==> config.mk <==
export PLATFORM = sky130hd
export DESIGN_NAME = spi_slave_xcvr
export DESIGN_NICKNAME = d
export VERILOG_FILES = /design/src/rtl/spi_slave_xcvr.sv
export SDC_FILE = /design/constraint.sdc
export NUM_CORES = 1
export LEC_CHECK = 0
export CELL_PAD_IN_SITES_DETAIL_PLACEMENT = 1
export CELL_PAD_IN_SITES_GLOBAL_PLACEMENT = 1
export CORE_MARGIN = 8
export CORE_UTILIZATION = 28
export DETAILED_ROUTE_END_ITERATION = 6
export GPL_ROUTABILITY_DRIVEN = 0
export PLACE_DENSITY = 0.59
export SYNTH_ARGS = -nofsm -noshare
export SYNTH_HDL_FRONTEND = slang
export SYNTH_SLANG_ARGS = --single-unit
==> constraint.sdc <==
create_clock -name clk -period 3.7 [get_ports clk]
set_input_delay 0.74 -clock clk [delete_from_list [all_inputs] [get_ports clk]]
set_output_delay 0.74 -clock clk [all_outputs]
set_load 0.1 [all_outputs]
==> src/rtl/spi_slave_xcvr.sv <==
// Full-duplex SPI slave running on the system clock: oversamples sck/ss/mosi,
// shifts WIDTH-bit frames in both directions and buffers one transmit word.
`timescale 1ns/1ps

module spi_slave_xcvr #(
  parameter int unsigned      WIDTH     = 8,
  parameter bit               LSB_FIRST = 1'b1,
  parameter bit               CPHA      = 1'b0,
  parameter logic [WIDTH-1:0] FILL      = '0
) (
  input  logic             clk,
  input  logic             rst_n,
  input  logic             sck,
  input  logic             ss,
  input  logic             mosi,
  output logic             miso,
  input  logic [WIDTH-1:0] tx_data,
  input  logic             tx_valid,
  output logic             tx_ready,
  output logic [WIDTH-1:0] rx_data,
  output logic             rx_valid,
  output logic             busy,
  output logic             tx_underrun,
  output logic             frame_err
);

  localparam int CW = $clog2(WIDTH);
  localparam logic [CW-1:0] LAST = CW'(WIDTH - 1);

  typedef enum logic {IDLE, SHIFT} state_e;

  state_e           state_q, state_d;
  logic [2:0]       sckSync_q, ssSync_q;
  logic [1:0]       mosiSync_q;
  logic [WIDTH-1:0] buf_q, buf_d;
  logic             bufFull_q, bufFull_d;
  logic [WIDTH-1:0] txShift_q, txShift_d;
  logic [WIDTH-1:0] rxShift_q, rxShift_d;
  logic [WIDTH-1:0] rxData_q, rxData_d;
  logic [CW-1:0]    cnt_q, cnt_d;
  logic             miso_q, miso_d;
  logic             rxValid_q, rxValid_d;
  logic             underrun_q, underrun_d;
  logic             frameErr_q, frameErr_d;

  logic             sckRise, sckFall, ssFall, ssRise, mosiSync;
  logic             sampleEdge, driveEdge;
  logic             accept, transfer;
  logic [WIDTH-1:0] nextWord, rxNext;

  function automatic logic headBit(input logic [WIDTH-1:0] w);
    return LSB_FIRST ? w[0] : w[WIDTH-1];
  endfunction

  function automatic logic [WIDTH-1:0] advance(input logic [WIDTH-1:0] w);
    return LSB_FIRST ? (w >> 1) : (w << 1);
  endfunction

  function automatic logic [WIDTH-1:0] shiftIn(input logic [WIDTH-1:0] w, input logic b);
    return LSB_FIRST ? {b, w[WIDTH-1:1]} : {w[WIDTH-2:0], b};
  endfunction

  // Edges are judged between the second and third sync stages, giving a fixed
  // three-clock latency from pin to action for sck, ss and mosi alike.
  assign sckRise    = sckSync_q[1] & ~sckSync_q[2];
  assign sckFall    = ~sckSync_q[1] & sckSync_q[2];
  assign ssFall     = ~ssSync_q[1] & ssSync_q[2];
  assign ssRise     = ssSync_q[1] & ~ssSync_q[2];
  assign mosiSync   = mosiSync_q[1];
  assign sampleEdge = CPHA ? sckFall : sckRise;
  assign driveEdge  = CPHA ? sckRise : sckFall;

  always_ff @(posedge clk or negedge rst_n) begin
    if (!rst_n) begin
      state_q    <= IDLE;
      sckSync_q  <= 3'b000;
      ssSync_q   <= 3'b111;
      mosiSync_q <= 2'b00;
      buf_q      <= '0;
      bufFull_q  <= 1'b0;
      txShift_q  <= '0;
      rxShift_q  <= '0;
      rxData_q   <= '0;
      cnt_q      <= '0;
      miso_q     <= 1'b0;
      rxValid_q  <= 1'b0;
      underrun_q <= 1'b0;
      frameErr_q <= 1'b0;
    end else begin
      state_q    <= state_d;
      sckSync_q  <= {sckSync_q[1:0], sck};
      ssSync_q   <= {ssSync_q[1:0], ss};
      mosiSync_q <= {mosiSync_q[0], mosi};
      buf_q      <= buf_d;
      bufFull_q  <= bufFull_d;
      txShift_q  <= txShift_d;
      rxShift_q  <= rxShift_d;
      rxData_q   <= rxData_d;
      cnt_q      <= cnt_d;
      miso_q     <= miso_d;
      rxValid_q  <= rxValid_d;
      underrun_q <= underrun_d;
      frameErr_q <= frameErr_d;
    end
  end

  always_comb begin
    state_d = state_q;
    case (state_q)
      IDLE:    if (ssFall) state_d = SHIFT;
      SHIFT:   if (ssRise) state_d = IDLE;
      default: state_d = IDLE;
    endcase
  end

  always_comb begin
    nextWord   = bufFull_q ? buf_q : FILL;
    rxNext     = shiftIn(rxShift_q, mosiSync);
    transfer   = 1'b0;
    miso_d     = miso_q;
    txShift_d  = txShift_q;
    rxShift_d  = rxShift_q;
    rxData_d   = rxData_q;
    cnt_d      = cnt_q;
    rxValid_d  = 1'b0;
    frameErr_d = 1'b0;
    case (state_q)
      IDLE: begin
        miso_d = 1'b0;
        if (ssFall) begin
          transfer = 1'b1;
          cnt_d    = '0;
          if (CPHA) begin
            txShift_d = nextWord;
          end else begin
            miso_d    = headBit(nextWord);
            txShift_d = advance(nextWord);
          end
        end
      end
      SHIFT: begin
        if (ssRise) begin
          // A partial frame is dropped: rx_data keeps its old word.
          miso_d     = 1'b0;
          cnt_d      = '0;
          frameErr_d = (cnt_q != '0);
        end else begin
          if (driveEdge) begin
            miso_d    = headBit(txShift_q);
            txShift_d = advance(txShift_q);
          end
          if (sampleEdge) begin
            rxShift_d = rxNext;
            if (cnt_q == LAST) begin
              rxData_d  = rxNext;
              rxValid_d = 1'b1;
              cnt_d     = '0;
              transfer  = 1'b1;
              txShift_d = nextWord;
            end else begin
              cnt_d = cnt_q + 1'b1;
            end
          end
        end
      end
      default: miso_d = 1'b0;
    endcase
    // A word written while the buffer drains lands in the buffer, never in the shifter.
    accept     = tx_valid & ~bufFull_q;
    underrun_d = transfer & ~bufFull_q;
    bufFull_d  = (bufFull_q & ~transfer) | accept;
    buf_d      = accept ? tx_data : buf_q;
  end

  assign miso        = miso_q;
  assign tx_ready    = ~bufFull_q;
  assign rx_data     = rxData_q;
  assign rx_valid    = rxValid_q;
  assign busy        = (state_q == SHIFT);
  assign tx_underrun = underrun_q;
  assign frame_err   = frameErr_q;

endmodule

==> Word-level counts from Yosys, hierarchy flattened <==
Index checks and enable logic that the tools add are counted.
{ "word_totals": {"regBits": 49, "wordCells": 67, "out_inout_bits": 14} }
{ "op_classes": {"bitwise_logic": 16, "addsub": 1, "eq_ne": 5, "reduce_logical": 5, "mux": 26} }
{ "op_table": {"columns": ["op", "count"], "rows": [
  ["$mux W8", 6],
  ["$pmux W8 S2", 1],
  ["$mux W3", 4],
  ["$mux W1", 11],
  ["$not A1 Y1", 8],
  ["$and A1 B1 Y1", 7],
  ["$ne A3 B1 Y1 const B", 2],
  ["$pmux W1 S2", 3],
  ["$pmux W3 S2", 1],
  ["$ne A2 B2 Y1 const B", 2],
  ["$reduce_and A2 Y1", 2],
  ["$reduce_and A4 Y1", 1],
  ["$add A3 B1 Y3 const B", 1],
  ["$eq A3 B3 Y1 const B", 1],
  ["$reduce_and A3 Y1", 1],
  ["$reduce_bool A3 Y1", 1],
  ["$or A1 B1 Y1", 1]
]} }

==> Logic depth before layout (Yosys ltp) <==
Gate-level depths: netlist (run 1).
{ "logic_depth": {"depth_word": 8, "ltp_mapped": 6} }

==> Least setup slack after synthesis (run 1) <==
OpenSTA, ideal clock, no wires.
{ "synth_timing": {"path_type": "reg-to-reg", "start": "register state_q (netlist: busy)", "end": "register rxShift_q[7]", "setup_slack_ns": 1.657, "path_stages_with_launch": 5, "t_arrival_ns": 1.918, "synth_period_minus_slack_ns": 2.043, "path_cell_list": "dfrtp_1 > inv_1 > nor3b_2 > buf_2 > mux2_2"} }
{ "synth_via": {"elab_chain_cells": 1} }
{ "synth_rtl": {"columns": ["element", "line", "text"], "rows": [
  ["start, declared", "32", "state_e state_q, state_d;"],
  ["start signal, assigned", "90", "state_q <= state_d;"],
  ["$reduce_and A3 Y1 (no source line)", null, null],
  ["end signal, assigned", "97", "rxShift_q <= rxShift_d;"],
  ["end, declared", "38", "logic [WIDTH-1:0] rxShift_q, rxShift_d;"]
]} }
No other way between the ends.
A chain may end at the register's enable or synchronous reset.

==> Worst setup path after layout (run 1) <==
{ "layout_timing": {"start": "register rxData_q[3] (netlist: rx_data[3])", "end": "output rx_data[3]"} }
{ "layout_rtl": {"columns": ["element", "line", "text"], "rows": [
  ["start, declared", "39", "logic [WIDTH-1:0] rxData_q, rxData_d;"],
  ["start signal, assigned", "98", "rxData_q <= rxData_d;"],
  ["end, declared", "20", "output logic [WIDTH-1:0] rx_data,"]
]} }
No word-level cell between the ends.

==> impl_metrics.json, run 1 <==
{
  "synthDistinctLibCells": 33,
  "r2r_start": "busy",
  "syn-cell-area_mm2": 0.00213,
  "syn_inst": 175,
  "overflow": 0,
  "core_mm2": 0.00753,
  "fp.dieArea_mm2": 0.0107,
  "period_minus_slack_ns": 2.55,
  "synth_fp_nets": 193,
  "setup_violations": 0,
  "clock_latency_ns": 0.30,
  "drtAntennaViolNets": 0,
  "fill_cells": 856,
  "vdd_drop_max_v": 0.000206,
  "io_pins": 28,
  "relSlewSlack_pct": 35.0,
  "grt_first_pass_wirelength_um": 8160,
  "cts_hold_buf": 0,
  "post-route-period-util_pct": 68.8,
  "register_area_mm2": 0.00120,
  "setup.worst_path.start": "rx_data[3]",
  "wirelength_um": 4640,
  "worstSetupPathType": "register to primary output",
  "grt_antenna_before_repair": 0,
  "cts_tree": "yes",
  "grt_pass1_vias": 1605,
  "clock_sinks": 48,
  "yosysSeqAreaShare_pct": 56.6,
  "maxClockFrequency_mhz": 393,
  "grt_max_degree": 27,
  "crit_family": "buffers and inverters",
  "wl_met1_um": 2230,
  "first_iter_violations": 78,
  "dr_wl_met2_um": 2190,
  "place_hpwl_um": 3280,
  "diodes": 0,
  "h-tree-depth": 2,
  "tns_ns": 0,
  "maxSlewViolCount": 0,
  "cts_made_buffers": 5,
  "critPathSlowestCell": "clkdlybuf4s50_1",
  "required_ns": 2.96,
  "ctsResizeCount": 0,
  "cp-start-kind": "register",
  "die-width_um": 103,
  "clkTransAtPathRegs_ns": 0.09,
  "p_per_area_mw_per_mm2": 602,
  "clock-root-buffer": "clkbuf_8",
  "end_kind": "primary output",
  "syn2layout_area_growth_pct": 22.9,
  "fin_nets": 220,
  "via_count": 1432,
  "std_cell_rows": 32,
  "initial_utilization_pct": 28.3,
  "port_buffers": 27,
  "arrival_ns": 1.81,
  "tightest_slew_ns": 0.972,
  "outcome": "completed",
  "finalHoldViolCount": 0,
  "viasPerCell": 4.70,
  "dr.max_layer_used": "met4",
  "dr.pass1.iters": 4,
  "maxCapViolCount": 0,
  "hold_path_class": "register to register",
  "drc": 0,
  "hp-start": "mosiSync_q[0]",
  "track_usage_pct": 9.79,
  "cts_setup_buffers": 0,
  "power_leakage_nw": 1.16,
  "cp_num_buf_inv": 1,
  "grt_setup_unrepaired": "false",
  "layout-drive-gt1-share_pct": 16.7,
  "synth_area_per_cell_um2": 12.2,
  "die_height_um": 103,
  "total_power_mw": 1.58,
  "max_stage_delay_ns": 1.14,
  "fin_skew_ns": 0.0121,
  "path_cells": "clkdlybuf4s50_1",
  "wl_per_cell_um": 15.2,
  "multi_input_area_um2": 855,
  "crit_fanout": 2,
  "cts.path.max_buffers": 2,
  "ys_warn_count": 0,
  "routed-wl-met3_um": 175,
  "ys_ff_latch": 48
}
[path summary, 6_finish.rpt]
check	end	slack (ns)	cells past startpoint
worst min-delay path	mosiSync_q[1]	0.36	0
worst max-delay path	rx_data[3]	1.15	1
min in group asynchronous	buf_q[0]	0.41	1
worst min register to register	mosiSync_q[1]	0.36	0
worst max register to register	rx_data[7]	1.49	5
max in group asynchronous	txShift_q[7]	2.55	2
[layout by cell type, fill, tap and decap left out, types with 2 or more instances in the layout]
master	n
a21o_1	6
a21oi_1	10
a22o_1	8
a31oi_1	7
buf_4	4
bufinv_16	2
clkbuf_8	5
clkdlybuf4s50_1	24
dfrtp_1	45
dfstp_2	3
ha_1	4
inv_1	6
mux2_1	6
mux2_2	10
mux2_4	7
mux2i_1	2
nand2_1	10
nand2b_1	2
nand3_1	3
nand3b_1	2
nor2_1	15
nor2b_1	4
o211ai_1	5
[flip-flops by register name, summed over array words and instances, names as in the netlist]
signal,cells
rx_data,8
rx_valid,1
ssSync_q,3
sckSync_q,3
busy,1
bufFull_q,1
frame_err,1
cnt_q,3
buf_q,8
txShift_q,8
rxShift_q,7
tx_underrun,1
miso,1
mosiSync_q,2
[routing by layer]
| metal | global-route usage, % | up-vias |
|---|---|---|
| met1 | 12.8 | 733 |
| met4 | 2.67 | 0 |
| met2 | 15.5 | 20 |
| met3 | 2.68 | 5 |
| li1 | - | 674 |
| met5 | 0 | - |
[Yosys cell counts]
master     instances  area, um^2
or3b_2             1        8.76
nand2b_1           2        12.5
nor3b_2            1        12.5
inv_1              6        22.5
buf_2              5        25.0
nor2b_1            4        25.0
buf_4              2        15.0
mux2_4             7         105
mux2_2            10         113
o32a_1             1        10.0
a221o_1            1        10.0
dfrtp_1           45        1130
ha_1               4        50.1
mux2_1             6        67.6
a22o_1             8        70.1
nand3b_1           2        15.0
clkbuf_1           2        7.51
nand3_1            3        15.0
nor3_1             1        5.00
a31o_1             1        8.76
mux2i_1            2        20.0
and3_1             1        6.26
a31oi_1            7        43.8
o31ai_1            1        7.51
o21ai_0            1        5.00
o2bb2ai_1          1        8.76
a211o_1            1        8.76
nand2_1           10        37.5
dfstp_2            3        78.8
nor2_1            15        56.3
a21oi_1           10        50.1
a21o_1             6        45.0
o211ai_1           5        37.5
[layout make-up]
type	instances	area share [%]
multi-input combinational	112	32.6
sequential	48	46.0
tap	102	4.88
inverter	6	0.860
clock inverter	2	2.29
timing repair buffer	29	10.5
clock buffer	6	2.77
[report_power, final]
group / total (mW) / switching (mW) / internal [mW] / leakage [nW]
combinational: 0.352 / 0.191 / 0.161 / 0.494
sequential: 0.779 / 0.129 / 0.649 / 0.596
clock: 0.445 / 0.175 / 0.270 / 0.0654
[kinds of logic (layout without fill, tap and decap cells)]
family	Yosys count	in the layout	synth area share, %
flops	48	48	56.6
compound gates	43	43	14.3
simple gates	40	40	9.11
mux	25	25	14.3
buf+inv	15	43	3.29
fa+ha+maj	4	4	2.35
[per-stage QoR]
stage	hold slack, ns	worst slack (ns)	util [%]	instances	area (um^2)
finish	0.355	1.15	34.8	305	2620
floorplan	0.331	1.66	-	175	2130
CTS	0.360	1.14	34.8	305	2620
global placement	0.334	1.35	33.0	297	2480
global route	0.368	1.09	34.8	305	2620
detailed placement	0.338	1.32	33.0	297	2480
No activity file was read; power rests on OpenSTA's default activity.
==> run 2: changes to the inputs <==
Settings changed: PLACE_DENSITY 0.59 to 0.61.
Clock period 3.7 ns to 2.1 ns, I/O delays scaled along.
==> run 2 against run 1 <==
Against the previous run: clock-buffer cell count up 1; clock skew down 0.0051 ns; first-iteration DRC count unchanged; highest routed layer unchanged; setup slack worse by 0.87 ns; register-to-register slack worse by 1.2 ns; global-route usage up 0.51 points; sequential share of layout area down 1.1 points; critical path depth up 5; largest cell class unchanged; clock power up 62%; hold slack better by 0.0014 ns.
==> impl_metrics.json, run 2 (same netlist as run 1, synthesis figures left out) <==
{
  "cts_setup_buffers": 0,
  "critPathSlowestCell": "dfrtp_1",
  "die-width_um": 103,
  "r2r_end": "txShift_q[3]",
  "max_stage_delay_ns": 0.42,
  "fin_skew_ns": 0.00704,
  "hold_depth": 0,
  "tns_ns": 0,
  "fin_nets": 228,
  "std_cell_rows": 32,
  "hp-start": "sckSync_q[0]",
  "cts_made_buffers": 5,
  "grt_max_degree": 43,
  "io_pins": 28,
  "viasPerCell": 4.65,
  "grt_first_pass_wirelength_um": 8450,
  "arrival_ns": 2.04,
  "grt_antenna_before_repair": 0,
  "wl_per_cell_um": 15.7,
  "r2r_start": "cnt_q[0]",
  "layout_common_cells": "dfrtp_1, buf_4, nor2_1, clkdlybuf4s50_1",
  "first_iter_violations": 78,
  "cts_tree": "yes",
  "die_height_um": 103,
  "layout-drive-gt1-share_pct": 25.6,
  "worst-path-stages": 6,
  "clkTransAtPathRegs_ns": 0.09,
  "wirelength_um": 4930,
  "period_minus_slack_ns": 1.82,
  "crit_family": "compound AO/OA/AOI/OAI gates",
  "clock-root-buffer": "clkbuf_8",
  "via_count": 1457,
  "final_common_cell": "dfrtp_1",
  "required_ns": 2.32,
  "stdcell_area_mm2": 0.00268,
  "setup.worst_path.start": "cnt_q[0]",
  "maxCapViolCount": 0,
  "setup_violations": 0,
  "r2r_slack_ns": 0.28,
  "vdd_drop_max_v": 0.000398,
  "drtAntennaViolNets": 0,
  "dr.pass1.iters": 3,
  "clock_latency_ns": 0.30,
  "fin_cells": 313,
  "cts.path.max_buffers": 2,
  "initial_utilization_pct": 28.3,
  "tightest_slew_ns": 0.629,
  "port_buffers": 27,
  "fp.dieArea_mm2": 0.0107,
  "clock_sinks": 48,
  "core_mm2": 0.00753,
  "relSlewSlack_pct": 57.9,
  "crit_end": "txShift_q[3]",
  "placed_cells": 304,
  "maxSlewViolCount": 0,
  "crit_fanout": 7,
  "power_leakage_nw": 1.23,
  "grt_pass1_vias": 1656,
  "placed_cell_area_mm2": 0.00254,
  "finalHoldViolCount": 0,
  "place_hpwl_um": 3590,
  "diodes": 0,
  "overflow": 0,
  "end_kind": "register",
  "p_per_area_mw_per_mm2": 1050,
  "cp_num_buf_inv": 0,
  "h-tree-depth": 2,
  "drc": 0,
  "path_cells": "ha_1 > ha_1 > nand3b_1 > a21oi_1 > a211o_1 > a31oi_1",
  "track_usage_pct": 10.3,
  "critical_path.most_common_cell": "ha_1",
  "grt_setup_unrepaired": "false",
  "cp-start-kind": "register",
  "hold_path_class": "register to register",
  "outcome": "completed",
  "worstSetupPathType": "register to register",
  "maxClockFrequency_mhz": 549,
  "post-route-period-util_pct": 86.7,
  "reg2reg_depth": 6,
  "syn2layout_area_growth_pct": 25.9
}
[run 2: changes by cell type in the layout (fill, tap and decap cells not counted), sizes merged]
cell | previous run | this run
buf | 5 | 24
bufinv | 2 | 1
clkbuf | 6 | 7
clkdlybuf4s50 | 24 | 12
dlygate4sd3 | 0 | 1
[run 2: repair_timing]
action                                  4_1_cts  5_1_grt
endpoints found under the hold margin         6        0
endpoints found under the setup margin        0        0
hold buffers                                  1        0
gates resized for setup                       0        0
[run 2: per-stage QoR]
stage | util (%) | power (mW) | setup slack, ns | hold slack, ns
2_1_floorplan | - | 1.82 | 0.0573 | 0.124
3_3_place_gp | 33.8 | 2.09 | 0.394 | 0.271
3_5_place_dp | 33.8 | 2.12 | 0.259 | 0.276
4_1_cts | 35.6 | 2.85 | 0.268 | 0.361
5_1_grt | 35.6 | 2.97 | 0.170 | 0.372
6_report | 35.6 | 2.80 | 0.280 | 0.357
[run 2: worst min-delay path by stage]
| stage | endpoint | slack [ns] |
|---|---|---|
| 2_1_floorplan | bufFull_q | 0.12 |
| 3_3_place_gp | buf_q[2] | 0.27 |
| 3_5_place_dp | buf_q[2] | 0.28 |
| 4_1_cts | mosiSync_q[1] | 0.36 |
| 5_1_grt | ssSync_q[1] | 0.37 |
| 6_report | sckSync_q[1] | 0.36 |
[run 2: final cells by class]
class	instances	area, um^2
Multi-Input combinational cell	112	855
Tap cell	102	128
Timing Repair Buffer	37	345
Inverter	6	22.5
Fill cell	856	4850
Sequential cell	48	1200
Clock buffer	7	96.3
Clock inverter	1	30.0
[run 2: per-layer routing]
metal | vias to the layer above | routed length, um | track usage (%)
met5 | - | 0 | 0
met4 | 0 | 82 | 3.67
met3 | 8 | 203 | 3.21
met2 | 24 | 2350 | 16.6
met1 | 732 | 2290 | 12.7
li1 | 693 | - | -
[run 2: power by group]
part / internal (mW) / leakage (nW) / total (mW) / switching [mW]
Combinational: 0.340 / 0.569 / 0.740 / 0.400
Clock: 0.420 / 0.0645 / 0.719 / 0.299
Sequential: 1.15 / 0.596 / 1.35 / 0.200
[run 2: worst reg2reg max path: stages, from the launching register on]
cell and delay [ns]:
dfrtp_1 0.42, ha_1 0.23, ha_1 0.29, nand3b_1 0.28
a21oi_1 0.08, a211o_1 0.28, a31oi_1 0.17
==> run 3: changes to the inputs <==
Settings changed: GPL_TIMING_DRIVEN from default to 0.
==> run 3 against run 2 <==
Against the previous run: sequential share of layout area grew 0.66 points; global-route usage is essentially flat; fmax shrank 10%; register-to-register slack lost 0.06 ns; combinational power shrank 7.7%; die area is the same; clock-buffer cell count shrank 2; setup slack lost 0.21 ns; cell area shrank 1.4%; clock skew grew 0.0024 ns; clock power shrank 3.8%; via count grew 3.0%.
==> impl_metrics.json, run 3 (same netlist as run 1, synthesis figures left out) <==
{
  "place_hpwl_um": 3570,
  "port_buffers": 27,
  "grt_antenna_before_repair": 0,
  "initial_utilization_pct": 28.3,
  "grt_max_degree": 26,
  "io_pins": 28,
  "outcome": "completed",
  "drc": 0,
  "clock_latency_ns": 0.31,
  "via_count": 1500,
  "relSlewSlack_pct": 35.8,
  "first_iter_violations": 36,
  "maxCapViolCount": 0,
  "maxSlewViolCount": 0,
  "path_cells": "inv_1 > clkdlybuf4s15_1",
  "power_frac_seq_pct": 49.2,
  "wirelength_um": 5010,
  "core_mm2": 0.00753,
  "p_int_mw": 1.79,
  "p_per_area_mw_per_mm2": 1020,
  "arrival_ns": 1.61,
  "cts_made_buffers": 5,
  "crit_fanout": 3,
  "setup_violations": 0,
  "grt_first_pass_wirelength_um": 8440,
  "diodes": 0,
  "period_minus_slack_ns": 2.03,
  "fin_nets": 228,
  "die_height_um": 103,
  "post-route-period-util_pct": 96.6,
  "std_cell_rows": 32,
  "r2r_slack_ns": 0.22,
  "clkTransAtPathRegs_ns": 0.09,
  "clock-root-buffer": "clkbuf_8",
  "track_usage_pct": 10.3,
  "layout_common_cells": "dfrtp_1, nor2_1, dlygate4sd2_1, clkdlybuf4s50_1",
  "fin_skew_ns": 0.00941,
  "syn2layout_area_growth_pct": 24.1,
  "p_sw_mw": 0.909,
  "total_power_mw": 2.70,
  "viasPerCell": 4.79,
  "power_switching_share_pct": 33.6,
  "drtAntennaViolNets": 0,
  "stdcell_area_mm2": 0.00264,
  "hold_path_class": "input pin to asynchronous set/reset pin",
  "layout-drive-gt1-share_pct": 18.5,
  "tightest_slew_ns": 0.967,
  "required_ns": 1.68,
  "worstSetupPathType": "register to primary output",
  "grt_setup_unrepaired": "false",
  "comb_power_share_pct": 25.3,
  "critPathSlowestCell": "clkdlybuf4s15_1",
  "fp.dieArea_mm2": 0.0107,
  "placed_cell_area_mm2": 0.00254,
  "grt_pass1_vias": 1647,
  "maxClockFrequency_mhz": 493,
  "vdd_drop_max_v": 0.000363,
  "power_leakage_nw": 1.23,
  "cts_tree": "yes",
  "cts.path.max_buffers": 2,
  "clock_sinks": 48,
  "finish.utilization_pct": 35.1,
  "dr.pass1.iters": 4,
  "fin_hold_ws_ns": 0.110,
  "cts_setup_buffers": 0,
  "wl_per_cell_um": 16.0,
  "final_common_cell": "dfrtp_1",
  "overflow": 0,
  "end_kind": "primary output",
  "finalHoldViolCount": 0,
  "die-width_um": 103,
  "max_stage_delay_ns": 0.82,
  "cp-start-kind": "register",
  "clockPowerShare_pct": 25.6,
  "h-tree-depth": 2
}
-- run 3: final cells by class --
class                      count  area [um^2]
inverter                       6         22.5
tap                          102          128
multi-input combinational    112          855
clock buffer                   5         68.8
buffer                         9         47.5
timing repair buffer          28          269
sequential                    48         1200
fill                         854         4880
clock inverter                 3         47.5
-- run 3: through the flow --
stage                     setup TNS (ns)  worst slack (ns)  std cells
after global routing                   0           0.00495        313
after floorplan                        0            0.0573        175
after detailed placement               0            0.0906        305
after CTS                              0            0.0208        313
after global placement            -38.72            -0.842        304
final                                  0            0.0712        313
-- run 3: metal layers --
layer,GRT usage (%),up-vias,part of all wire (%)
met3,2.74,7,4.4
li1,-,691,-
met2,16.1,26,46
met5,0,-,0
met4,3.34,0,1.3
met1,13.4,776,48
-- run 3: path summary, 6_finish.rpt --
path	start	to	cells past startpoint
max	bufFull_q	tx_ready	2
min reg2reg	mosiSync_q[0]	mosiSync_q[1]	0
max reg2reg	cnt_q[0]	txShift_q[3]	6
min	rst_n	buf_q[2]	1
min in group clk	mosiSync_q[0]	mosiSync_q[1]	0
max in group asynchronous	rst_n	rx_data[2]	2
-- run 3: power by group through the flow --
stage | Clock, mW | Combinational [mW] | Sequential, mW
finish | 0.692 | 0.683 | 1.33
global route | 0.744 | 0.752 | 1.37
CTS | 0.722 | 0.694 | 1.33
detailed placement | 0 | 0.704 | 1.35
global placement | 0 | 0.685 | 1.34
floorplan | 0 | 0.471 | 1.34
-- run 3: critical path, delay by kind of cell, from the launching register on --
family | cells | cell delay [ns]
buffers and inverters | 2 | 0.91
DFF | 1 | 0.40
-- run 3: what timing repair did --
| action | 4_1_cts | 5_1_grt |
|---|---|---|
| hold endpoints to repair | 0 | 0 |
| gates cloned | 0 | 0 |
| endpoints found under the setup margin | 14 | 1 |
| hold buffers | 0 | 0 |
| gates resized for setup | 14 | 1 |
